===== src/rtl/parking_gate_ctrl.sv =====
// parking_gate_ctrl
// Car-park occupancy controller. It owns the single occupancy counter and runs
// one barrier FSM per gate (index 0 = entry, index 1 = exit). Each FSM has three
// states: IDLE, OPEN and HOLD. OPEN waits for a pass pulse. HOLD keeps the barrier
// up while the car clears. Pass pulses update the counter only when their gate is
// OPEN. Any other pulse, or a pass that would overflow or underflow the counter,
// sets the sticky err flag.
//
// Request/gate relation: ent_req/ext_req are levels. The controller does not
// acknowledge them. A request is sampled only while its FSM is IDLE and the
// capacity check allows it. The gate output is the only response, and it follows
// one cycle after the sample. car_in/car_out are single-cycle pulses. A pulse
// counts as a valid pass only in a cycle where the matching gate FSM is OPEN.
module parking_gate_ctrl #(
  parameter int CAPACITY   = 7,
  parameter int CNT_W      = 3,
  parameter int OPEN_TICKS = 50,
  parameter int HOLD_TICKS = 10
) (
  input  logic             clk,
  input  logic             reset,
  input  logic             ent_req,
  input  logic             ext_req,
  input  logic             car_in,
  input  logic             car_out,
  output logic             gate_in,
  output logic             gate_out,
  output logic [CNT_W-1:0] count,
  output logic             full,
  output logic             empty,
  output logic             err,
  output logic [1:0]       dbg_ent_state,
  output logic [1:0]       dbg_ext_state
);

  // Barrier FSM encoding, shared by both gates.
  localparam logic [1:0] S_IDLE = 2'd0;
  localparam logic [1:0] S_OPEN = 2'd1;
  localparam logic [1:0] S_HOLD = 2'd2;

  // The timer must hold values up to the larger of the two phase lengths minus one.
  localparam int TMAX = (OPEN_TICKS > HOLD_TICKS) ? OPEN_TICKS : HOLD_TICKS;
  localparam int TW   = (TMAX > 1) ? $clog2(TMAX) : 1;

  localparam logic [TW-1:0]    OPEN_LD = TW'(OPEN_TICKS - 1);
  localparam logic [TW-1:0]    HOLD_LD = TW'(HOLD_TICKS - 1);
  localparam logic [CNT_W-1:0] CAP_V   = CNT_W'(CAPACITY);

  // Per-gate state. Index 0 is the entry gate and index 1 is the exit gate.
  logic [1:0]       r_state    [2];
  logic [TW-1:0]    r_timer    [2];
  logic [1:0]       w_state_nx [2];
  logic [TW-1:0]    w_timer_nx [2];

  logic [1:0]       w_req;
  logic [1:0]       w_pass;
  logic [1:0]       w_allow;
  logic [1:0]       w_is_open;

  logic [CNT_W-1:0] r_count;
  logic [CNT_W-1:0] w_count_nx;
  logic             r_err;
  logic             w_full;
  logic             w_empty;
  logic             w_inc_ok;
  logic             w_dec_ok;
  logic             w_viol;

  // Gather per-gate inputs so both FSMs share a single next-state description.
  always_comb begin
    w_req        = {ext_req, ent_req};
    w_pass       = {car_out, car_in};
    w_allow      = {~w_empty, ~w_full};
    w_is_open[0] = (r_state[0] == S_OPEN);
    w_is_open[1] = (r_state[1] == S_OPEN);
  end

  // Barrier FSM next state and timer. A pass pulse takes priority over the
  // OPEN timeout, so a car arriving in the last OPEN cycle is still held.
  always_comb begin
    for (int g = 0; g < 2; g++) begin
      w_state_nx[g] = r_state[g];
      w_timer_nx[g] = r_timer[g];
      case (r_state[g])
        S_IDLE: begin
          if (w_req[g] && w_allow[g]) begin
            w_state_nx[g] = S_OPEN;
            w_timer_nx[g] = OPEN_LD;
          end
        end
        S_OPEN: begin
          if (w_pass[g]) begin
            w_state_nx[g] = S_HOLD;
            w_timer_nx[g] = HOLD_LD;
          end else if (r_timer[g] == '0) begin
            w_state_nx[g] = S_IDLE;
            w_timer_nx[g] = '0;
          end else begin
            w_timer_nx[g] = r_timer[g] - TW'(1);
          end
        end
        S_HOLD: begin
          // Always pass through IDLE after HOLD, even if the request is still
          // present. This forces a fresh capacity check before re-opening.
          if (r_timer[g] == '0) begin
            w_state_nx[g] = S_IDLE;
            w_timer_nx[g] = '0;
          end else begin
            w_timer_nx[g] = r_timer[g] - TW'(1);
          end
        end
        default: begin
          w_state_nx[g] = S_IDLE;
          w_timer_nx[g] = '0;
        end
      endcase
    end
  end

  // Barrier FSM registers. Reset closes both barriers immediately.
  always_ff @(posedge clk or posedge reset) begin
    if (reset) begin
      for (int g = 0; g < 2; g++) begin
        r_state[g] <= S_IDLE;
        r_timer[g] <= '0;
      end
    end else begin
      for (int g = 0; g < 2; g++) begin
        r_state[g] <= w_state_nx[g];
        r_timer[g] <= w_timer_nx[g];
      end
    end
  end

  // Counter arbitration and violation detection. Only pulses seen while the
  // matching gate is OPEN can move the count. Bounds are checked so the
  // count never wraps.
  always_comb begin
    w_inc_ok = car_in  && w_is_open[0] && (r_count < CAP_V);
    w_dec_ok = car_out && w_is_open[1] && (r_count != '0);
    w_viol   = (car_in  && !w_is_open[0])
            || (car_out && !w_is_open[1])
            || (car_in  &&  w_is_open[0] && (r_count >= CAP_V))
            || (car_out &&  w_is_open[1] && (r_count == '0));
    w_count_nx = r_count;
    case ({w_inc_ok, w_dec_ok})
      2'b10:   w_count_nx = r_count + CNT_W'(1);
      2'b01:   w_count_nx = r_count - CNT_W'(1);
      default: w_count_nx = r_count;
    endcase
  end

  // Occupancy counter register.
  always_ff @(posedge clk or posedge reset) begin
    if (reset) begin
      r_count <= '0;
    end else begin
      r_count <= w_count_nx;
    end
  end

  // Sticky violation flag. Only reset clears it.
  always_ff @(posedge clk or posedge reset) begin
    if (reset) begin
      r_err <= 1'b0;
    end else if (w_viol) begin
      r_err <= 1'b1;
    end
  end

  // Indicators are decoded directly from the registered count.
  always_comb begin
    w_full  = (r_count == CAP_V);
    w_empty = (r_count == '0);
  end

  // Output mapping. The barrier is up in both OPEN and HOLD.
  always_comb begin
    gate_in       = (r_state[0] != S_IDLE);
    gate_out      = (r_state[1] != S_IDLE);
    count         = r_count;
    full          = w_full;
    empty         = w_empty;
    err           = r_err;
    dbg_ent_state = r_state[0];
    dbg_ext_state = r_state[1];
  end

endmodule

===== config.mk =====
export PLATFORM = sky130hd
export DESIGN_NAME = parking_gate_ctrl
export DESIGN_NICKNAME = d
export VERILOG_FILES = /design/src/rtl/parking_gate_ctrl.sv
export SDC_FILE = /design/constraint.sdc
export NUM_CORES = 1
export LEC_CHECK = 0
export CAP_MARGIN = 10
export CORE_MARGIN = 8
export CORE_UTILIZATION = 47
export DETAILED_ROUTE_END_ITERATION = 10
export PLACE_DENSITY = 0.68
export SETUP_SLACK_MARGIN = 0.2
export SYNTH_ARGS = -nofsm -noshare
export SYNTH_HDL_FRONTEND = slang
export SYNTH_SLANG_ARGS = --single-unit

===== constraint.sdc =====
create_clock -name clk -period 4.3 [get_ports clk]
set_input_delay 0.645 -clock clk [delete_from_list [all_inputs] [get_ports clk]]
set_output_delay 0.645 -clock clk [all_outputs]
set_load 0.01 [all_outputs]

==> impl_metrics.csv, run 1 <==
group,metric,value,unit
status,status,"completed",
yosys,synth-edff-count,0,
timing,max_freq,420,MHz
detailed_routing,vias_per_cell,6.02,
detailed_routing,final_antenna_net_count,0,
pwr,p_comb_frac,0.541,
pwr,ir_drop,0.424,mV
grt,grt_pass1_vias,1117,
worst_setup_path,r2r_start,"dbg_ext_state[1]",
grt,antenna_found_initial,0,
worst_hold_path,hp-class,"flip-flop to flip-flop",
finish,fillers,223,
pwr,finalPower,1200,uW
pwr,leakage,0.000630,uW
worst_setup_path,r2r_end,"count[2]",
worst_setup_path,crit_buf_inv,2,
floorplanning,ioPinCount,18,
pwr,powerDensity,814,nW/um2
worst_setup_path,crit_path_end,"gate_in",
worst_hold_path,hold_path_depth,1,
worst_setup_path,cp_num_cells,3,
grt,grt_first_pass_wirelength,5130,um
cts,ctsResizeCount,0,
yosys,yosysSeqAreaShare,0.407,
finish,antenna_cells,0,
worst_setup_path,slowest_delay,550,ps
worst_setup_path,crit_start,"dbg_ent_state[1]",
timing,setup_violations,0,
detailed_routing,wl,2930,um
worst_setup_path,crit_arrival,1740,ps
worst_setup_path,rr_worst_depth,8,
detailed_routing,remaining_drc_errors,0,
pwr,clkPwrFrac,0.130,
cts,postCtsHoldBufs,0,
worst_setup_path,crit_chain,"nor2_4 -> inv_1 -> clkdlybuf4s50_1",
detailed_routing,drt_iter0_markers,114,
worst_setup_path,critical_path.top_delay_family,"buffers and inverters",
pwr,p_int,678,uW
placed_design,io_buffer_count,17,
timing,setup_tns,0,ps
grt,grt_remaining_overflow,0,
floorplanning,rows,18,
detailed_routing,vias,1113,
timing,finalMaxSlewViolations,0,
yosys,ys_ff_latch,20,
cts,cts_tree,"done",
yosys,yosysWarnings,0,
worst_setup_path,r2r_setup_slack,2230,ps
worst_setup_path,slowest_stage,"dfrtp_1",
finish,final_util,0.597,
yosys,synth.avg_cell_area,9.03,um2
cts,clock-sinks,20,
yosys,synth_cells,136,
placed_design,routabilityCongestion,0.800,
cts,cts_max_level,1,
timing,relSlewSlack,0.490,
cts,clockBufferDepth,2,
cts,clk_pin_slew,130,ps
worst_setup_path,required,3650,ps
cts,clock-root-buffer,"clkbuf_4",
placed_design,post_dp_cell_area,1430,um2
detailed_routing,dr.pass1.iters,4,
grt,grt_use_total,0.143,
yosys,synth_cell_type_count,45,
timing,tightest_slew,763,ps
timing,finalHoldWorstSlack,488,ps
worst_setup_path,critPathKind,"flip-flop to output port",
yosys,synth_top_area_cell,"dfrtp_1",
yosys,syn_area,1230,um2
yosys,syn_nets,148,
yosys,yosys-top-cells-area,"dfrtp_1 (41%), ha_1 (5.1%), inv_1 (4.0%)",
floorplanning,core_area,2480,um2
job,maxCapViolations,0,
finish,final_nets,168,
floorplanning,initial_core_util,0.496,
grt,grt_max_degree,21,
pwr,p_sw_frac,0.437,
placed_design,place_hpwl,2090,um
timing,rsz0062_at_grt,"no",
finish,drive_gt1_frac,0.0645,
yosys,async_reset_ff_frac,1.00,
finish,final_area,1480,um2
detailed_routing,wl_per_cell,15.8,um
pwr,pwr-share-seq,0.329,
timing,hold_viol,0,
floorplanning,die_h,67.1,um
timing,finalCritPeriodShare,0.554,
yosys,synth_top_area_frac,0.407,
floorplanning,dieArea,4510,um2
worst_setup_path,critPathCaptureType,"output port",
cts,cts_setup_buffers,0,
worst_setup_path,crit_path_start_kind,"flip-flop",
timing,finalCriticalPeriod,2380,ps
yosys,synthFlopType,"dfrtp_1",
finish,syn_to_final_growth,20.4,%
timing,fin_skew,6.82,ps
cts,clk_latency,300,ps
worst_setup_path,cp_max_fo,10,
cts,cts_buffers,3,
floorplanning,die_x,67.1,um
pwr,p_sw,525,uW
==> power by group through the flow <==
stage	Sequential, uW	Clock [uW]	Combinational (uW)
global route	413	164	726
finish	396	156	651
global placement	389	0	619
floorplan	365	0	451
detailed placement	395	0	633
CTS	394	160	650
==> area by class of cell <==
class / instances / area (um2) / area share
clock buffers: 3 / 22.5 / 0.0152
clock inverters: 1 / 30.0 / 0.0203
inverters: 13 / 48.8 / 0.0330
multi-input cells: 101 / 669 / 0.453
flip-flops and latches: 20 / 500 / 0.338
well taps: 30 / 37.5 / 0.0254
repair buffers: 17 / 170 / 0.115
==> sequential cells by signal (all words and copies together), names as in the netlist <==
name,flops
err,1
dbg_ext_state,2
count,3
r_timer,12
dbg_ent_state,2
==> synthesized netlist by cell type (3+ instances only) <==
cell type,number
ha_1,5
a21oi_1,8
o22ai_1,3
nand2_1,8
nand2b_1,4
dfrtp_1,20
inv_1,13
nor2_1,12
a31oi_1,4
nor3_1,6
nand3_1,3
o21ai_0,8
==> routing by layer <==
metal | track usage | vias up | wire length (um) | share of wire
met5 | 0 | - | 0 | 0
met4 | 0.0601 | 0 | 50 | 0.017
met3 | 0.0397 | 6 | 252 | 0.086
met2 | 0.213 | 48 | 1330 | 0.45
met1 | 0.192 | 535 | 1300 | 0.44
li1 | - | 524 | - | -
==> worst min path at each step <==
stage | startpoint | to | slack, ps
after floorplan | r_timer[11] | r_timer[11] | 470
after global placement | err | err | 460
after global routing | err | err | 520
after detailed placement | err | err | 470
after CTS | err | err | 500
final | err | err | 490
==> through the flow <==
step,cells,setup slack [ps]
finish,185,1920
global route,185,1780
CTS,185,1890
detailed placement,181,1710
global placement,181,1790
floorplan,136,2370
==> cell families (layout without fill, tap and decap cells) <==
group                      after synthesis  count (layout)  share of synthesized area
and+or+nand+nor                         49              49                      0.214
DFF                                     20              20                      0.407
buffers and inverters                   15              34                     0.0479
xor gates and xnor gates                 4               4                     0.0285
adders and majority gates                6               6                     0.0672
AOI/OAI and AO/OA                       41              41                      0.227
muxes                                    1               1                    0.00815
==> placed cells by master (no fill, tap or decap), types with 2 or more instances in the layout <==
master | synthesis | layout
a21o_1 | 2 | 2
dfrtp_1 | 20 | 20
ha_1 | 5 | 5
xnor2_1 | 2 | 2
clkdlybuf4s50_1 | 0 | 17
a31oi_1 | 4 | 4
nor2_1 | 12 | 12
o31ai_1 | 2 | 2
nor3_1 | 6 | 6
o41ai_1 | 2 | 2
nand3b_1 | 2 | 2
nand2b_1 | 4 | 4
inv_1 | 13 | 13
xor2_1 | 2 | 2
nand3_1 | 3 | 3
clkbuf_4 | 0 | 3
o22ai_1 | 3 | 3
nor2b_1 | 2 | 2
a21oi_1 | 8 | 8
nand2_1 | 8 | 8
o21ai_0 | 8 | 8
o21a_1 | 2 | 2
Power figures use the tool's default switching activity.
==> inputs of run 2 (changes only) <==
--- a/config.mk
+++ b/config.mk
@@ -9,7 +9,7 @@
 export CORE_MARGIN = 8
 export CORE_UTILIZATION = 47
 export DETAILED_ROUTE_END_ITERATION = 10
-export PLACE_DENSITY = 0.68
+export PLACE_DENSITY = 0.7
 export SETUP_SLACK_MARGIN = 0.2
 export SYNTH_ARGS = -nofsm -noshare
 export SYNTH_HDL_FRONTEND = slang
==> constraint.sdc (replaced) <==
create_clock -name clk -period 2.15 [get_ports clk]
set_input_delay 0.3225 -clock clk [delete_from_list [all_inputs] [get_ports clk]]
set_output_delay 0.3225 -clock clk [all_outputs]
set_load 0.01 [all_outputs]
==> impl_metrics.csv, run 2 (synthesis results as in run 1) <==
group,metric,value,unit
detailed_routing,drt_iter0_markers,53,
cts,cts_buffers,3,
placed_design,dp_slack,-32.9,ps
job,maxCapViolations,0,
timing,fin_skew,3.50,ps
detailed_routing,wl,2800,um
floorplanning,dieArea,4510,um2
cts,clk_pin_slew,110,ps
finish,syn_to_final_growth,28.2,%
finish,final_area,1580,um2
placed_design,post_dp_cell_area,1490,um2
cts,postCtsHoldBufs,0,
detailed_routing,remaining_drc_errors,0,
timing,setup_tns,0,ps
pwr,powerDensity,1510,nW/um2
worst_setup_path,crit_path_start_kind,"flip-flop",
timing,setup_violations,0,
detailed_routing,vias,1125,
worst_setup_path,critPathKind,"flip-flop to flip-flop",
floorplanning,ioPinCount,18,
grt,antenna_found_initial,0,
floorplanning,die_h,67.1,um
detailed_routing,wl_per_cell,14.3,um
floorplanning,initial_core_util,0.496,
grt,grt_first_pass_wirelength,5060,um
finish,final_util,0.636,
worst_setup_path,cp_max_fo,3,
pwr,finalPower,2380,uW
placed_design,io_buffer_count,17,
placed_design,routabilityCongestion,0.820,
grt,grt_pass1_vias,1170,
pwr,pwr-share-seq,0.304,
worst_hold_path,hp-class,"input pin to asynchronous set/reset pin",
finish,largest-register,"r_timer",
cts,clockBufferDepth,2,
timing,finalMaxSlewViolations,0,
grt,grt_max_degree,18,
finish,antenna_cells,0,
finish,final_cell_mix,"dfrtp_1 (17), clkdlybuf4s50_1 (14), inv_1 (13)",
floorplanning,rows,18,
timing,max_freq,526,MHz
timing,relSlewSlack,0.576,
detailed_routing,final_antenna_net_count,0,
timing,tightest_slew,631,ps
cts,clock-root-buffer,"clkbuf_4",
worst_setup_path,required,2370,ps
finish,drive_gt1_frac,0.175,
floorplanning,core_area,2480,um2
pwr,leakage,0.000711,uW
pwr,clkPwrFrac,0.074,
timing,finalCriticalPeriod,1900,ps
timing,rsz0062_at_grt,"yes",
floorplanning,die_x,67.1,um
finish,largest_reg_flops,12,
pwr,p_sw_frac,0.438,
cts,cts_tree,"done",
pwr,p_comb_frac,0.622,
cts,clock-sinks,20,
placed_design,place_hpwl,2130,um
grt,grt_use_total,0.141,
finish,layout_commonest_cell,"dfrtp_1",
worst_setup_path,critPathCaptureType,"flip-flop",
worst_setup_path,crit_arrival,2130,ps
timing,hold_viol,0,
pwr,p_sw,1040,uW
timing,finalCritPeriodShare,0.884,
pwr,ir_drop,0.965,mV
cts,cts_max_level,1,
timing,fin_ws,249,ps
detailed_routing,vias_per_cell,5.74,
cts,clk_latency,300,ps
worst_setup_path,rr_worst_depth,8,
pwr,p_int,1340,uW
detailed_routing,dr.pass1.iters,4,
finish,final_nets,180,
status,status,"completed",
grt,grt_remaining_overflow,0,
run 2: changes by cell type in the layout (fill, tap and decap cells not counted), sizes merged:
cell and delta:
buf +12, bufinv -1, clkdlybuf4s50 -3, dlymetal6s2s +3
run 2: final timing paths:
kind,from,to,slack [ps]
max,dbg_ext_state[1],count[2],250
min,reset,r_timer[2],190
max reg2reg,dbg_ext_state[1],count[2],250
min reg2reg,err,err,490
max in group asynchronous,reset,count[2],1510
min in group clk,err,err,490
run 2: timing repair:
action / 4_1_cts / 5_1_grt
setup buffers: 3 / 0
pin swaps: 1 / 0
endpoints found under the hold margin: 0 / 0
gates resized for setup: 5 / 7
endpoints found under the setup margin: 5 / 5
run 2: per-layer routing:
layer,part of all wire,global-route usage
met4,0.0096,0.0392
met2,0.46,0.229
met1,0.46,0.168
met5,0,0
met3,0.070,0.0579
run 2: power by group through the flow:
stage | Sequential, uW | Combinational, uW | Clock [uW]
CTS | 719 | 1480 | 185
floorplan | 729 | 902 | 0
global placement | 708 | 1360 | 0
global route | 742 | 1650 | 203
detailed placement | 717 | 1410 | 0
finish | 724 | 1480 | 176
run 2: critical path: stages (launching register included):
cell     delay, ps
dfrtp_1        390
or2b_1         260
nor3_2         120
ha_2           200
inv_1           60
fa_1           370
xor2_1         150
nor2_1         110
xor2_1         160
run 2: stage by stage:
step	hold WS [ps]	instances
2_1_floorplan	286	136
3_3_place_gp	465	190
3_5_place_dp	461	190
4_1_cts	180	196
5_1_grt	186	196
6_report	189	196
run 2: area by class of cell:
type                    count  area [um2]
flip-flops and latches     20         504
inverters                  13        48.8
repair buffers             29         268
clock buffers               3        22.5
fillers                   226         902
well taps                  30        37.5
multi-input cells         101         694
==> inputs of run 3 (changes only) <==
--- a/config.mk
+++ b/config.mk
@@ -7,9 +7,11 @@
 export LEC_CHECK = 0
 export CAP_MARGIN = 10
 export CORE_MARGIN = 8
-export CORE_UTILIZATION = 47
+export CORE_UTILIZATION = 40
+export CTS_BUF_LIST = sky130_fd_sc_hd__clkbuf_8
+export CTS_CLUSTER_SIZE = 24
 export DETAILED_ROUTE_END_ITERATION = 10
-export PLACE_DENSITY = 0.7
+export PLACE_DENSITY = 0.61
 export SETUP_SLACK_MARGIN = 0.2
 export SYNTH_ARGS = -nofsm -noshare
 export SYNTH_HDL_FRONTEND = slang
==> impl_metrics.csv, run 3 (synthesis results as in run 1) <==
group,metric,value,unit
finish,final_cell_mix,"dfrtp_1 (18), clkdlybuf4s50_1 (16), buf_4 (15)",
worst_setup_path,slowest_delay,480,ps
grt,grt_use_total,0.120,
cts,cts_buffers,3,
timing,hold_viol,0,
pwr,p_sw,1090,uW
worst_setup_path,crit_chain,"clkdlybuf4s50_1 -> inv_1 -> nor3_2 -> ha_2 -> inv_1 -> fa_1 -> xor2_1 -> nor2_1 -> xor2_1",
placed_design,routabilityCongestion,0.876,
detailed_routing,remaining_drc_errors,0,
grt,antenna_found_initial,0,
pwr,p_comb_frac,0.613,
worst_setup_path,crit_arrival,2070,ps
finish,final_nets,183,
finish,largest-register,"r_timer",
timing,max_freq,527,MHz
pwr,leakage,0.000718,uW
timing,rsz0062_at_grt,"yes",
placed_design,dp_slack,-24.8,ps
placed_design,place_hpwl,2210,um
pwr,p_int,1440,uW
cts,clock-root-buffer,"clkbuf_8",
grt,grt_remaining_overflow,0,
worst_setup_path,cp_max_fo,2,
finish,syn_to_final_growth,32.4,%
timing,finalHoldWorstSlack,383,ps
worst_setup_path,critPathCaptureType,"flip-flop",
worst_setup_path,critPathKind,"input pin to flip-flop",
finish,final_area,1630,um2
status,status,"completed",
detailed_routing,drt_iter0_markers,49,
worst_setup_path,slowest_stage,"clkdlybuf4s50_1",
detailed_routing,vias,1112,
pwr,p_sw_frac,0.430,
placed_design,io_buffer_count,17,
detailed_routing,vias_per_cell,5.50,
timing,fin_ws,252,ps
detailed_routing,dr.pass1.iters,4,
floorplanning,ioPinCount,18,
finish,largest_reg_flops,12,
pwr,ir_drop,0.693,mV
timing,finalMaxSlewViolations,0,
worst_setup_path,crit_path_start_kind,"input pin",
grt,grt_pass1_vias,1066,
timing,finalCriticalPeriod,1900,ps
detailed_routing,wl,2990,um
timing,finalCritPeriodShare,0.883,
timing,setup_violations,0,
detailed_routing,wl_per_cell,14.8,um
grt,grt_first_pass_wirelength,5030,um
worst_hold_path,hp-class,"input pin to asynchronous set/reset pin",
pwr,pwr-share-seq,0.287,
grt,grt_max_degree,21,
detailed_routing,final_antenna_net_count,0,
cts,cts_tree,"done",
cts,postCtsHoldBufs,0,
floorplanning,die_x,71.4,um
timing,fin_skew,7.72,ps
finish,antenna_cells,0,
cts,clk_pin_slew,80,ps
pwr,clkPwrFrac,0.100,
worst_setup_path,required,2330,ps
timing,tightest_slew,624,ps
job,maxCapViolations,0,
cts,clk_latency,260,ps
floorplanning,die_h,71.4,um
cts,clockBufferDepth,2,
cts,cts_max_level,1,
finish,drive_gt1_frac,0.189,
floorplanning,dieArea,5100,um2
floorplanning,initial_core_util,0.413,
finish,layout_commonest_cell,"dfrtp_1",
pwr,powerDensity,1560,nW/um2
floorplanning,rows,20,
cts,clock-sinks,20,
floorplanning,core_area,2980,um2
timing,relSlewSlack,0.581,
placed_design,post_dp_cell_area,1510,um2
finish,fillers,265,
pwr,finalPower,2530,uW
## run 3: cell count changes in the layout (fill, tap and decap cells not counted), sizes merged
| cell | change |
|---|---|
| dlymetal6s2s | -2 |
| clkdlybuf4s50 | +2 |
| buf | +3 |
## run 3: stage by stage
stage	TNS (ps)	cells	util
after floorplan	0	136	-
after global placement	0	194	0.505
after detailed placement	-25.3	194	0.505
after CTS	0	197	0.520
after global routing	0	202	0.546
final	0	202	0.546
## run 3: timing repair
action                                  in CTS  in global routing
pin swaps                                    0                  2
gates cloned                                 0                  0
endpoints found under the setup margin       4                  7
setup buffers                                0                  5
gates resized for setup                      1                 10
## run 3: cell type report
| type | count | area (um2) | share of cell area |
|---|---|---|---|
| Clock buffer | 3 | 41.3 | 0.0254 |
| Inverter | 13 | 48.8 | 0.0300 |
| Multi-Input combinational cell | 101 | 707 | 0.435 |
| Sequential cell | 20 | 503 | 0.309 |
| Tap cell | 33 | 41.3 | 0.0254 |
| Timing Repair Buffer | 32 | 285 | 0.175 |
## run 3: critical path, delay by kind of cell
kind / cells / cell delay [ps]
XOR/XNOR: 2 / 300
adder cells (fa/ha/maj): 2 / 580
buffers and inverters: 3 / 600
AND/OR/NAND/NOR: 2 / 280
## run 3: worst paths after layout
kind	start	end	slack, ps	cells past startpoint
min in group clk	err	err	480	1
setup / recovery	car_out	count[2]	250	9
max in group asynchronous	reset	count[2]	1530	3
hold / removal	reset	r_timer[11]	380	3
setup reg to reg	count[2]	count[2]	260	9
hold reg to reg	err	err	480	1
## run 3: metal layers
metal,GRT usage,vias to the layer above,routed length (um)
li1,-,557,-
met1,0.151,534,1450
met2,0.190,19,1360
met3,0.0335,2,157
met4,0.0439,0,17
met5,0,-,0
## run 3: power by group through the flow
stage / Clock [uW] / Sequential [uW] / Combinational, uW
2_1_floorplan: 0 / 729 / 902
3_3_place_gp: 0 / 701 / 1400
3_5_place_dp: 0 / 709 / 1440
4_1_cts: 261 / 706 / 1450
5_1_grt: 267 / 751 / 1740
6_report: 253 / 727 / 1550
